`src/rtl/serial_subtractor_if.sv`:
```
// Handshake and operand/result bundle for the bit-serial subtractor.
// The master side issues requests; the slave side is the subtractor.
interface serial_subtractor_if #(
  parameter int unsigned W = 4
);
  logic         start;
  logic [W-1:0] input_A;
  logic [W-1:0] input_B;
  logic         borrow_in;
  logic         busy;
  logic         done;
  logic [W-1:0] output_D;
  logic         borrow_Out;

  modport master (
    output start, input_A, input_B, borrow_in,
    input  busy, done, output_D, borrow_Out
  );

  modport slave (
    input  start, input_A, input_B, borrow_in,
    output busy, done, output_D, borrow_Out
  );
endinterface

```
`src/rtl/serial_subtractor.sv`:
```
// Bit-serial W-bit subtractor: one full-subtractor cell, LSB first, W cycles
// per operation, start/busy/done handshake; result held until the next completion.
module serial_subtractor #(
  parameter int unsigned W = 4
) (
  input logic                 clk,
  input logic                 rst_n,
  serial_subtractor_if.slave  bus
);
  localparam int unsigned CW = (W > 1) ? $clog2(W) : 1;

  typedef enum logic {
    IDLE,
    SHIFT
  } state_t;

  state_t        state;
  logic [W-1:0]  a_sh;
  logic [W-1:0]  b_sh;
  logic [W-1:0]  r_sh;
  logic [CW-1:0] cnt;
  logic          br;
  logic          busy_r;
  logic          done_r;
  logic [W-1:0]  d_r;
  logic          bo_r;

  logic          a;
  logic          b;
  logic          d;
  logic          bo;
  logic [W-1:0]  r_next;

  always_comb begin
    a      = a_sh[0];
    b      = b_sh[0];
    d      = a ^ b ^ br;
    bo     = (~a & b) | (~(a ^ b) & br);
    // Difference bits enter from the MSB side so bit i lands in place after W shifts.
    r_next = {d, r_sh[W-1:1]};
  end

  always_ff @(posedge clk) begin
    if (!rst_n) begin
      state  <= IDLE;
      a_sh   <= '0;
      b_sh   <= '0;
      r_sh   <= '0;
      cnt    <= '0;
      br     <= 1'b0;
      busy_r <= 1'b0;
      done_r <= 1'b0;
      d_r    <= '0;
      bo_r   <= 1'b0;
    end else begin
      case (state)
        IDLE: begin
          done_r <= 1'b0;
          if (bus.start) begin
            a_sh   <= bus.input_A;
            b_sh   <= bus.input_B;
            br     <= bus.borrow_in;
            cnt    <= '0;
            busy_r <= 1'b1;
            state  <= SHIFT;
          end
        end
        SHIFT: begin
          a_sh <= a_sh >> 1;
          b_sh <= b_sh >> 1;
          r_sh <= r_next;
          br   <= bo;
          cnt  <= cnt + 1'b1;
          if (cnt == CW'(W - 1)) begin
            d_r    <= r_next;
            bo_r   <= bo;
            done_r <= 1'b1;
            busy_r <= 1'b0;
            state  <= IDLE;
          end
        end
        default: state <= IDLE;
      endcase
    end
  end

  assign bus.busy       = busy_r;
  assign bus.done       = done_r;
  assign bus.output_D   = d_r;
  assign bus.borrow_Out = bo_r;
endmodule
```
`src/flat_wrapper.sv`:
```
// flat-port wrapper written by rule: the top's interface ports become plain ports
module serial_subtractor_flat 
#(
  parameter int unsigned W = 4
)
  (clk, rst_n, bus_start, bus_input_A, bus_input_B, bus_borrow_in, bus_busy, bus_done, bus_output_D, bus_borrow_Out);
  serial_subtractor_if #(.W(W)) bus_i ();
  input logic clk;
  input logic rst_n;
  input wire logic [$bits(bus_i.start)-1:0] bus_start;
  input wire logic [$bits(bus_i.input_A)-1:0] bus_input_A;
  input wire logic [$bits(bus_i.input_B)-1:0] bus_input_B;
  input wire logic [$bits(bus_i.borrow_in)-1:0] bus_borrow_in;
  output wire logic [$bits(bus_i.busy)-1:0] bus_busy;
  output wire logic [$bits(bus_i.done)-1:0] bus_done;
  output wire logic [$bits(bus_i.output_D)-1:0] bus_output_D;
  output wire logic [$bits(bus_i.borrow_Out)-1:0] bus_borrow_Out;
  assign bus_i.start = bus_start;
  assign bus_i.input_A = bus_input_A;
  assign bus_i.input_B = bus_input_B;
  assign bus_i.borrow_in = bus_borrow_in;
  assign bus_busy = bus_i.busy;
  assign bus_done = bus_i.done;
  assign bus_output_D = bus_i.output_D;
  assign bus_borrow_Out = bus_i.borrow_Out;
  serial_subtractor #(.W(W)) u_core (.clk(clk), .rst_n(rst_n), .bus(bus_i));
endmodule
```
`config.mk`:
```
export PLATFORM = sky130hd
export DESIGN_NAME = serial_subtractor_flat
export DESIGN_NICKNAME = d
export VERILOG_FILES = /design/src/rtl/serial_subtractor_if.sv /design/src/rtl/serial_subtractor.sv /design/src/flat_wrapper.sv
export SDC_FILE = /design/constraint.sdc
export NUM_CORES = 1
export LEC_CHECK = 0
export CAP_MARGIN = 0
export CORE_ASPECT_RATIO = 1.1
export CORE_MARGIN = 4
export CORE_UTILIZATION = 27
export CTS_CLUSTER_SIZE = 10
export DETAILED_ROUTE_END_ITERATION = 12
export GPL_TIMING_DRIVEN = 0
export PLACE_DENSITY = 0.49
export SLEW_MARGIN = 20
export SYNTH_ARGS = -nofsm -noshare
export SYNTH_HDL_FRONTEND = slang
export SYNTH_SLANG_ARGS = --single-unit
```
`constraint.sdc`:
```
create_clock -name clk -period 2.35 [get_ports clk]
set_clock_uncertainty 0.2 [all_clocks]
set_input_delay 0.5875 -clock clk [delete_from_list [all_inputs] [get_ports clk]]
set_output_delay 0.5875 -clock clk [all_outputs]
set_load 0.05 [all_outputs]
```
-- Word level (Yosys, flattened, before mapping)
Index checks and enable logic that the tools add are counted.
- add/sub/neg operators: 1
- $lt $le $gt $ge: 0
- reductions and logical operators: 2
- equal/unequal tests: 3
- $mul: 0
- bitwise operators: 8
- divide/modulo/power cells: 0
- shifts and indexed selects: 0
- muxes and demuxes: 16
- operators with widths (cell ; count):
    4-bit case mux with 2 select lines ; 2
    4-bit 2-to-1 mux ; 2
    1-bit case mux with 2 select lines ; 4
    1-bit 2-to-1 mux ; 6
    2-bit != test (second input constant) ; 2
    2-bit case mux with 2 select lines ; 1
    2-bit AND reduction ; 2
    1-bit inverter ; 3
    2-bit by 1-bit adder with 2-bit output (second input constant) ; 1
    1-bit bitwise AND ; 2
    2-bit == test (second input constant) ; 1
    2-bit 2-to-1 mux ; 1
    1-bit bitwise XOR ; 2
    1-bit OR ; 1
- input bits: 12
- logic and storage cells: 40
- latch bits: 0
- register bits: 23
- memory bits (read-only): 0
- bits in writable memories: 0
- output and inout bits: 7
- memories: 0

-- Longest topological paths before layout
Gate-level depths: netlist (run 1).
- word-level depth: 5
- gate-level depth with buffers: 4
- gate-level depth less buffers: 4

-- Worst setup path after synthesis (run 1)
No wires, ideal clock.
- kind: register to output
- from: reg u_core.busy_r (netlist: u_core.bus.busy)
- to: out bus_busy
- path buffers: 0
- required time: 1.562 ns
- cell stages (with the launch flop): 1
- slack: 0.943 ns
- arrival: 0.619 ns
- path through: dfxtp_1
- RTL lines (what ; RTL line ; text):
    start, declared ; serial_subtractor.sv:23 ; logic busy_r;
    start signal, assigned ; serial_subtractor.sv:51 ; busy_r <= 1'b0;
    start signal, assigned ; serial_subtractor.sv:64 ; busy_r <= 1'b1;
    start signal, assigned ; serial_subtractor.sv:78 ; busy_r <= 1'b0;
    end, declared ; flat_wrapper.sv:14 ; output wire logic [$bits(bus_i.busy)-1:0] bus_busy;
No word-level cell between the ends.

-- Final worst setup path (run 1)
- from: reg u_core.busy_r (netlist: u_core.bus.busy)
- to: out bus_busy
No word-level cell between the ends.

==> results of run 1 <==
## worst max-delay path by stage
stage                          startpoint  cells past startpoint  slack [ps]                     end
after CTS                 u_core.bus.busy                      1          60                bus_busy
after global placement              rst_n                      4         290  u_core.bus.output_D[3]
after global routing      u_core.bus.busy                      1           2                bus_busy
after floorplan           u_core.bus.busy                      0         940                bus_busy
final                     u_core.bus.busy                      1          90                bus_busy
after detailed placement            rst_n                      4         290          u_core.r_sh[1]
## area by class of cell
type	instances	area, um^2
plain buffers	6	41.3
clock buffers	3	22.5
fillers	352	2130
inverters	4	15.0
multi-input cells	61	443
flip-flops and latches	22	440
well taps	48	60.1
repair buffers	18	180
## sequential cells by signal, indices dropped and copies added (netlist names)
signal                 flops
u_core.b_sh                4
u_core.r_sh                3
u_core.bus.borrow_Out      1
u_core.br                  1
u_core.a_sh                4
u_core.bus.busy            1
u_core.bus.done            1
u_core.state               1
u_core.bus.output_D        4
u_core.cnt                 2
## through the flow
stage / area (um^2) / std cells
global route: 1200 / 162
finish: 1200 / 162
CTS: 1200 / 162
detailed placement: 1180 / 159
global placement: 1180 / 159
floorplan: 940 / 93
## cell usage in the layout, fill, tap and decap left out, types with 2 or more instances in the layout
master            n
clkbuf_4          3
nand3_1           4
mux2i_1          12
nor2_1            6
buf_2             3
clkdlybuf4s50_1  18
a211oi_1          7
dfxtp_1          22
a21bo_1           4
buf_6             2
inv_2             2
or3b_1            2
a21oi_1           9
inv_1             2
nor2b_1           6
nand2b_1          3
## routing by layer
metal / routed length (um) / share of wire
met1: 956 / 0.52
met2: 787 / 0.43
met3: 73 / 0.040
met4: 29 / 0.016
met5: 0 / 0
## cells in the mapped netlist (all sizes together), types with 2 or more instances
master	instances
a211oi	7
nor2b	6
nor2	6
a21bo	4
mux2i	12
dfxtp	22
buf	6
nand3	4
inv	4
nand2b	3
or3b	2
a21oi	9
## kinds of logic after synthesis
kind of cell    synth area share
simple gates               0.140
buf+inv                   0.0599
mux                        0.128
flops                      0.469
fa+ha+maj                 0.0346
compound gates             0.169
## power breakdown
part / switching [mW] / internal (mW)
Clock: 0.104 / 0.0596
Sequential: 0.0114 / 0.393
Combinational: 0.0528 / 0.0552
Total: 0.168 / 0.508
==> flow_summary.json, run 1 <==
{
  "synth_ff_type": "dfxtp_1",
  "holdPathStages": 2,
  "clk_pin_slew_ps": 110,
  "grt_antenna_before_repair": 0,
  "rows": 22,
  "synthArstFlopShare": 0,
  "fin_setup_tns_ps": 0,
  "cts_resized": 0,
  "post_cts_buffers": 0,
  "io_pins": 19,
  "root_buffer": "clkbuf_4",
  "cts_hold_buffers": 0,
  "synth_area_um2": 940,
  "synthesis.nets": 107,
  "max_clock_freq_ghz": 0.443,
  "r2r_setup_slack_ps": 880,
  "synth_edf_count": 0,
  "grt_max_degree": 12,
  "areaGrowthSynthToFinish_pct": 28.0,
  "drc": 0,
  "layout-drive-gt1-share": 0.0877,
  "r2r-start": "u_core.b_sh[0]",
  "critPathCaptureType": "output port",
  "hold_violations": 0,
  "r2r_cells": 4,
  "crit_path_cell_trace": "clkdlybuf4s50_1",
  "crit_buf_inv": 1,
  "reg2reg_to": "u_core.br",
  "vias": 699,
  "synth_cell_types": 23,
  "dr.pass1.iters": 4,
  "nNetsFinal": 130,
  "synth-seq-area-share": 0.469,
  "place_congestion": 0.679,
  "yosys.area.top_type_share": 0.469,
  "grt_pass1_wl_um": 3080,
  "synth_cells": 93,
  "cpPeakStageDelay_ps": 810,
  "drv_slew": 0,
  "met1_usage": 0.120,
  "status": "complete, no violations",
  "setup_viol": 0,
  "cts-root-to-sink-buffers": 2,
  "insertion_delay_ps": 290,
  "diodes": 0,
  "cpMaxStageDelayCell": "clkdlybuf4s50_1",
  "timing.hold.ws_ps": 281,
  "drtAntennaViolNets": 0,
  "utilization": 0.361,
  "htreeDepth": 1,
  "fin_crit_sh": 0.960,
  "drtIter0Drc": 10,
  "period_needed_ps": 2260,
  "slew_headroom": 0.667,
  "start_kind": "register",
  "ys_ff_latch": 22,
  "die_x_um": 64.2,
  "rsz0062_at_grt": "false",
  "use_met2": 0.123,
  "maxCapViolCount": 0,
  "yosysWarnings": 0,
  "gr-usage-all-layers": 0.0870,
  "hp-class": "reg2reg",
  "viasPerCell": 4.31,
  "cts_buffers": 3,
  "portBuffers": 18,
  "cp_data_required_time_ps": 1560,
  "place_hpwl_um": 1330,
  "core_area_mm2": 0.00333,
  "die_y_um": 69.9,
  "grt_pass1_vias": 673,
  "synth_area_leaders": "dfxtp_1 (47%), mux2i_1 (13%), a211oi_1 (5.6%), a21oi_1 (4.8%), a21bo_1 (4.3%)",
  "finalWorstSetupSlack_ps": 93.4,
  "p_per_area_mw_per_mm2": 562,
  "use_met3": 0.0209,
  "finalPower_uw": 675,
  "overflow": 0,
  "cts_sinks": 22,
  "crit_fanout": 3,
  "arrival_ps": 1470,
  "yosys.area.top_type": "dfxtp_1",
  "start_util": 0.282,
  "critical_path_class": "reg2out",
  "syn_area_per_cell_um2": 10.1,
  "cts_tree": "built",
  "path_delay_family": "buffers and inverters",
  "post_drt_wl_per_cell_um": 11.4,
  "finalWirelength_um": 1850,
  "leakage_nw": 0.463,
  "ir_worst_vdd_mv": 0.180,
  "grt.busiest_layer": "met2",
  "tightest_slew_ps": 497,
  "hp-start": "u_core.r_sh[1]",
  "hold_end": "u_core.bus.output_D[0]",
  "dieArea_mm2": 0.00449,
  "dp_slack_ps": 287
}
Note: power is estimated with default switching activity, not from simulation.
==> run 2: changes to the inputs <==
- DONT_BUFFER_PORTS: not set -> 1
- PLACE_DENSITY: 0.49 -> 0.42
- SLEW_MARGIN: 20 -> not set
- TNS_END_PERCENT: not set -> 20
==> run 2 against run 1 <==
Against the previous run:
- count of clock-buffer cells in the layout is the same
- clock power grew 6%
- wire length grew 4.0%
- critical endpoint unchanged
- largest cell class unchanged
==> flow_summary.json, run 2 (synthesis gave the netlist of run 1 again) <==
{
  "fin_setup_tns_ps": 0,
  "htreeDepth": 1,
  "r2r_cells": 4,
  "hp-start": "rst_n",
  "vias": 648,
  "clk_pin_slew_ps": 120,
  "drtIter0Drc": 35,
  "overflow": 0,
  "tightest_slew_ps": 530,
  "cp_data_required_time_ps": 1560,
  "final_cell_area_mm2": 0.00102,
  "cts_buffers": 3,
  "hp-class": "in2reg",
  "insertion_delay_ps": 300,
  "p_per_area_mw_per_mm2": 648,
  "core_area_mm2": 0.00333,
  "max_clock_freq_ghz": 0.567,
  "place_hpwl_um": 1370,
  "arrival_ps": 980,
  "cts_hold_buffers": 0,
  "period_needed_ps": 1760,
  "cts_tree": "built",
  "critPathCaptureType": "output port",
  "finalNonFillerCells": 144,
  "finalWirelength_um": 1920,
  "layout-drive-gt1-share": 0.104,
  "final_common_cell": "dfxtp_1",
  "fin_crit_sh": 0.750,
  "dieArea_mm2": 0.00449,
  "drv_slew": 0,
  "io_pins": 19,
  "start_util": 0.282,
  "r2r_setup_slack_ps": 890,
  "reg2reg_to": "u_core.br",
  "hold_end": "u_core.state",
  "setup_viol": 0,
  "place_congestion": 0.674,
  "viasPerCell": 4.50,
  "drc": 0,
  "leakage_nw": 0.396,
  "hold_violations": 0,
  "rsz0062_at_grt": "false",
  "die_x_um": 64.2,
  "grt_antenna_before_repair": 0,
  "grt_max_degree": 12,
  "status": "complete, no violations",
  "start_kind": "register",
  "portBuffers": 0,
  "post_drt_wl_per_cell_um": 13.3,
  "crit_fanout": 3,
  "nNetsFinal": 112,
  "grt_pass1_wl_um": 3420,
  "drtAntennaViolNets": 0,
  "layout_common_cells": "dfxtp_1 (22), mux2i_1 (12), a21oi_1 (9)",
  "timing.hold.ws_ps": 210,
  "gr-usage-all-layers": 0.0969,
  "critical_path_class": "reg2out",
  "cts_resized": 0,
  "dr.pass1.iters": 4,
  "grt_pass1_vias": 689,
  "areaGrowthSynthToFinish_pct": 8.79,
  "holdPathStages": 2,
  "die_y_um": 69.9,
  "r2r-start": "u_core.b_sh[0]",
  "root_buffer": "clkbuf_4",
  "diodes": 0,
  "slew_headroom": 0.646,
  "cts_sinks": 22,
  "cts-root-to-sink-buffers": 2,
  "post_cts_buffers": 0,
  "rows": 22,
  "dpl_cell_area_um2": 1000,
  "ir_worst_vdd_mv": 0.171,
  "maxCapViolCount": 0,
  "post-place-cells": 141
}
run 2: through the flow:
step           utilization  total power, mW  setup slack, ps
6_report             0.307            0.662              587
5_1_grt              0.307            0.703              529
4_1_cts              0.307            0.674              567
3_5_place_dp         0.300            0.500              769
3_3_place_gp         0.300            0.498              788
2_1_floorplan            -            0.482              943
run 2: per-layer routing:
layer / track usage / wire [um]
met1: 0.125 / 922
met5: 0 / 0
met4: 0.0423 / 28
met2: 0.151 / 889
met3: 0.0241 / 80
run 2: area by class of cell:
| cell class | count | area [um^2] |
|---|---|---|
| fill | 362 | 2310 |
| buffer | 6 | 41.3 |
| sequential | 22 | 440 |
| clock buffer | 3 | 22.5 |
| inverter | 4 | 15.0 |
| tap | 48 | 60.1 |
| multi-input combinational | 61 | 443 |
run 2: worst max path at each step:
stage | startpoint | to | slack, ps | depth (start not counted)
floorplan | u_core.bus.busy | bus_busy | 940 | 0
global placement | rst_n | u_core.r_sh[1] | 790 | 3
detailed placement | rst_n | u_core.r_sh[1] | 770 | 3
CTS | u_core.bus.busy | bus_busy | 570 | 0
global route | u_core.bus.busy | bus_busy | 530 | 0
finish | u_core.bus.busy | bus_busy | 590 | 0
run 2: power by group:
group | leakage (nW) | switching, mW | total [mW] | internal, mW
registers | 0.180 | 0.0181 | 0.411 | 0.393
clock network | 0.0138 | 0.113 | 0.173 | 0.0598
logic | 0.202 | 0.0422 | 0.0789 | 0.0367
